## src/rtl/tx_arbiter.sv

```systemverilog
// tx_arbiter: round-robin arbiter feeding one byte at a time from 4 requesters to a Tx engine
//   clk, rst (async, active-high) | req[3:0], lock[3:0], data_in[31:0] (byte i at [8i+7:8i])
//   txrdy from engine | load, data_out[7:0], ack[3:0] pulses | busy, grant_id[1:0], err
module tx_arbiter #(
  parameter int TMO = 4
) (
  input  logic        clk,
  input  logic        rst,
  input  logic [3:0]  req,
  input  logic [3:0]  lock,
  input  logic [31:0] data_in,
  output logic [3:0]  ack,
  input  logic        txrdy,
  output logic        load,
  output logic [7:0]  data_out,
  output logic        busy,
  output logic [1:0]  grant_id,
  output logic        err
);
  typedef enum logic [1:0] {IDLE, LOAD, WAIT_LOW, WAIT_HIGH} state_t;
  localparam int CW = $clog2(TMO + 1);
  state_t state;
  logic [CW-1:0] cnt;
  logic [1:0] win;
  logic relock;
  // descending loop so the nearest requester after grant_id overrides farther ones
  always_comb begin
    win = grant_id;
    for (int k = 4; k >= 1; k--)
      if (req[grant_id + 2'(k)]) win = grant_id + 2'(k);
  end
  assign relock = lock[grant_id] & req[grant_id];
  assign busy = state != IDLE;
  always_ff @(posedge clk or posedge rst) begin
    if (rst) begin
      state    <= IDLE;
      load     <= 1'b0;
      ack      <= 4'b0;
      err      <= 1'b0;
      data_out <= 8'h00;
      grant_id <= 2'd3;
      cnt      <= '0;
    end else begin
      load <= 1'b0;
      ack  <= 4'b0;
      err  <= 1'b0;
      case (state)
        IDLE: if (txrdy && |req) begin
          grant_id <= win;
          data_out <= data_in[8*win +: 8];
          load     <= 1'b1;
          ack      <= 4'b1 << win;
          state    <= LOAD;
        end
        LOAD: begin
          cnt   <= '0;
          state <= WAIT_LOW;
        end
        WAIT_LOW: if (!txrdy) state <= WAIT_HIGH;
          else if (cnt == CW'(TMO - 1)) begin
            err   <= 1'b1;
            state <= IDLE;
          end else cnt <= cnt + 1'b1;
        WAIT_HIGH: if (txrdy) begin
          if (relock) begin
            data_out <= data_in[8*grant_id +: 8];
            load     <= 1'b1;
            ack      <= 4'b1 << grant_id;
            state    <= LOAD;
          end else state <= IDLE;
        end
        default: state <= IDLE;
      endcase
    end
  end
endmodule

```

## config.mk

```make
export PLATFORM = sky130hd
export DESIGN_NAME = tx_arbiter
export DESIGN_NICKNAME = d
export VERILOG_FILES = /design/src/rtl/tx_arbiter.sv
export SDC_FILE = /design/constraint.sdc
export NUM_CORES = 1
export LEC_CHECK = 0
export CORE_MARGIN = 4
export CORE_UTILIZATION = 48
export DETAILED_ROUTE_END_ITERATION = 12
export PLACE_DENSITY_LB_ADDON = 0.08
export SYNTH_ARGS = -nofsm -noshare
export SYNTH_HDL_FRONTEND = slang
export SYNTH_SLANG_ARGS = --single-unit
```

## constraint.sdc

```tcl
create_clock -name clk -period 3.25 [get_ports clk]
set_input_delay 0.8125 -clock clk [delete_from_list [all_inputs] [get_ports clk]]
set_output_delay 0.8125 -clock clk [all_outputs]
set_load 0.01 [all_outputs]
```

==> results.sh <==
export IMPL_crit_fanout=10
export IMPL_vias=2259
export IMPL_min_from="data_out[7]"
export IMPL_sw_frac_of_total=0.484
export IMPL_start_kind="register"
export IMPL_clkLatencyLatePin_ps=260
export IMPL_period_share=0.915
export IMPL_synth_cells=255
export IMPL_p_leak_nw=1.10
export IMPL_hold_depth=2
export IMPL_max_stage_delay_ps=690
export IMPL_synth_fp_nets=308
export IMPL_clockBufferDepth=2
export IMPL_switchingPower_w=0.00126
export IMPL_dieHeight_um=74.2
export IMPL_fin_setup_tns_ps=0
export IMPL_synth_edf_count=0
export IMPL_fmax_mhz=336
export IMPL_seq_power_share=0.179
export IMPL_critPathTopFamily="compound AO/OA/AOI/OAI gates"
export IMPL_numPortBuffers=59
export IMPL_dp_cells=355
export IMPL_end_kind="register"
export IMPL_path_buf_inv=2
export IMPL_yosysUniqueCellTypes=45
export IMPL_setup_violations_final=0
export IMPL_ys_ff_latch=21
export IMPL_synthFlopType="dfrtp_1"
export IMPL_core_area_um2=4120
export IMPL_dp_hpwl_um=4500
export IMPL_rsz0062_at_grt="false"
export IMPL_routedWlPerCell_um=16.7
export IMPL_p_clk_frac=0.067
export IMPL_syn_area_um2=2100
export IMPL_grt_pass1_wl_um=9850
export IMPL_period_minus_slack_ps=2970
export IMPL_drive_gt1_frac=0.0939
export IMPL_worstReg2RegStart="grant_id[1]"
export IMPL_cts_tree="yes"
export IMPL_worst_pin_slew_ps=804
export IMPL_ctsHoldBuffers=0
export IMPL_async_flop_share=1.00
export IMPL_io_pins=60
export IMPL_regToRegSetupSlack_ps=280
export IMPL_yosys_warnings=0
export IMPL_gp_congestion=0.814
export IMPL_routed_wl_um=6000
export IMPL_antenna_found_initial=0
export IMPL_power_density_nw_per_um2=930
export IMPL_report_final_slew_viol_count=0
export IMPL_path_clk_slew_ps=80
export IMPL_cts_buffers=3
export IMPL_dr_pass1_iters=4
export IMPL_route_antenna_remaining_nets=0
export IMPL_cts_max_level=1
export IMPL_fp_dieArea_um2=5500
export IMPL_area_growth_pct=32.7
export IMPL_grt_pass1_vias=2152
export IMPL_max_cap_viol_count=0
export IMPL_comb_power_share=0.754
export IMPL_cts_setup_buffers=0
export IMPL_layout_cells_non_filler=359
export IMPL_cts_resized=0
export IMPL_r2r_end="data_out[3]"
export IMPL_initial_core_util=0.511
export IMPL_grt_total_usage=0.225
export IMPL_status="complete, no violations"
export IMPL_grt_max_degree=41
export IMPL_vdd_ir_drop_max_mv=0.438
export IMPL_overflow=0
export IMPL_min_delay_worst_endpoint="data_out[7]"
export IMPL_synth_avg_cell_area_um2=8.24
export IMPL_num_nets_final=363
export IMPL_rows=23
export IMPL_clockRootBuffer="clkbuf_8"
export IMPL_crit_type="register to register"
export IMPL_worst_ep_arrival_time_ps=3120
export IMPL_fin_hold_ws_ps=497
export IMPL_intPower_w=0.00134
export IMPL_final_common_cell="clkdlybuf4s50_1"
export IMPL_crit_slowest_cell="dfstp_2"
export IMPL_worstPathRequired_ps=3400
export IMPL_ys_seq_area_frac=0.251
export IMPL_viasPerCell=6.29
export IMPL_first_iter_violations=155
export IMPL_max_slew_margin=0.463
export IMPL_reg2regPathDepth=8
export IMPL_final_cell_mix="clkdlybuf4s50_1, nand2_1, dfrtp_1"
export IMPL_n_antenna_cell=0
export IMPL_cts_sinks=21
export IMPL_drc=0
export IMPL_report_final_hold_viol_count=0
export IMPL_hold_path_class="register to register"
export IMPL_final_setup_skew_ps=8.48
export IMPL_crit_path_cell_trace="inv_4 > ha_1 > mux2_2 > and2_1 > a32o_1 > a2111oi_0 > buf_4 > o31ai_1"
export IMPL_die_w_um=74.2
==> cells in the mapped netlist, types with 2 or more instances <==
library cell	count	area, um^2
and2_1	9	56.3
a211oi_1	9	67.6
mux2i_1	5	50.1
o211ai_1	2	15.0
nor4_1	2	12.5
a32oi_1	8	70.1
buf_6	2	22.5
dfrtp_1	19	475
a21oi_1	14	70.1
or2_2	2	12.5
o32ai_1	5	43.8
nor2_1	7	26.3
o21ai_0	5	25.0
dfstp_2	2	52.6
ha_1	10	125
a32o_1	17	170
o31ai_1	10	75.1
nand2b_1	6	37.5
a2111oi_0	16	140
nand2_1	27	101
inv_1	17	63.8
buf_2	7	35.0
nor2b_1	3	18.8
buf_1	2	7.51
mux2_2	4	45.0
nand3_1	17	85.1
clkbuf_1	10	37.5
==> cell families (layout without fill, tap and decap cells) <==
| family | count (synthesis) | after routing | synth area share |
|---|---|---|---|
| simple gates | 78 | 78 | 0.183 |
| mux | 10 | 10 | 0.0560 |
| compound gates | 97 | 97 | 0.368 |
| flops | 21 | 21 | 0.251 |
| buf+inv | 39 | 93 | 0.0821 |
| fa+ha+maj | 10 | 10 | 0.0595 |
==> power groups by stage <==
stage	registers, W	logic (W)	clock network (W)
after floorplan	0.000477	0.00131	0
after global placement	0.000463	0.00192	0
after detailed placement	0.000464	0.00195	0
after CTS	0.000463	0.00195	0.000176
after global routing	0.000475	0.00217	0.000189
final	0.000464	0.00195	0.000174
==> metrics by stage <==
stage | setup WS [ps] | utilization | power, W | area (um^2)
finish | 275 | 0.678 | 0.00259 | 2790
global placement | 178 | 0.666 | 0.00238 | 2740
global route | 63.4 | 0.678 | 0.00283 | 2790
floorplan | 290 | - | 0.00179 | 2100
detailed placement | 158 | 0.666 | 0.00241 | 2740
CTS | 275 | 0.678 | 0.00259 | 2790
==> cell type report <==
cell class | instances | area (um^2)
multi-input cells | 195 | 1400
fillers | 370 | 1330
repair buffers | 71 | 681
flip-flops and latches | 21 | 528
inverters | 18 | 70.1
well taps | 50 | 62.6
clock buffers | 3 | 41.3
clock inverters | 1 | 5.00
==> metal layers <==
| layer | share of wire | track usage | routed length (um) | up-vias |
|---|---|---|---|---|
| li1 | - | - | - | 1106 |
| met1 | 0.43 | 0.300 | 2600 | 1049 |
| met2 | 0.48 | 0.387 | 2910 | 94 |
| met3 | 0.066 | 0.0338 | 394 | 10 |
| met4 | 0.016 | 0.0463 | 95 | 0 |
| met5 | 0 | 0 | 0 | - |
==> flip-flops by register name, summed over array words and instances, names as in the netlist <==
signal    count
data_out      8
state         2
load          1
err           1
cnt           3
grant_id      2
ack           4
==> how the worst max path moves through the flow <==
stage / startpoint / to / slack [ps] / cells after the start
after floorplan: grant_id[0] / data_out[3] / 290 / 11
after global routing: grant_id[1] / data_out[3] / 60 / 8
after detailed placement: req[3] / data_out[3] / 160 / 7
final: grant_id[1] / data_out[3] / 280 / 8
after CTS: grant_id[1] / data_out[3] / 270 / 8
after global placement: req[0] / data_out[3] / 180 / 7
==> tightest hold or removal path: cells and delay by family (launching register included) <==
kind	cells	cell delay [ps]
flip-flops	1	360
AO/OA/AOI/OAI	1	60
AND/OR/NAND/NOR	1	50
(Power assumes the default switching activity.)
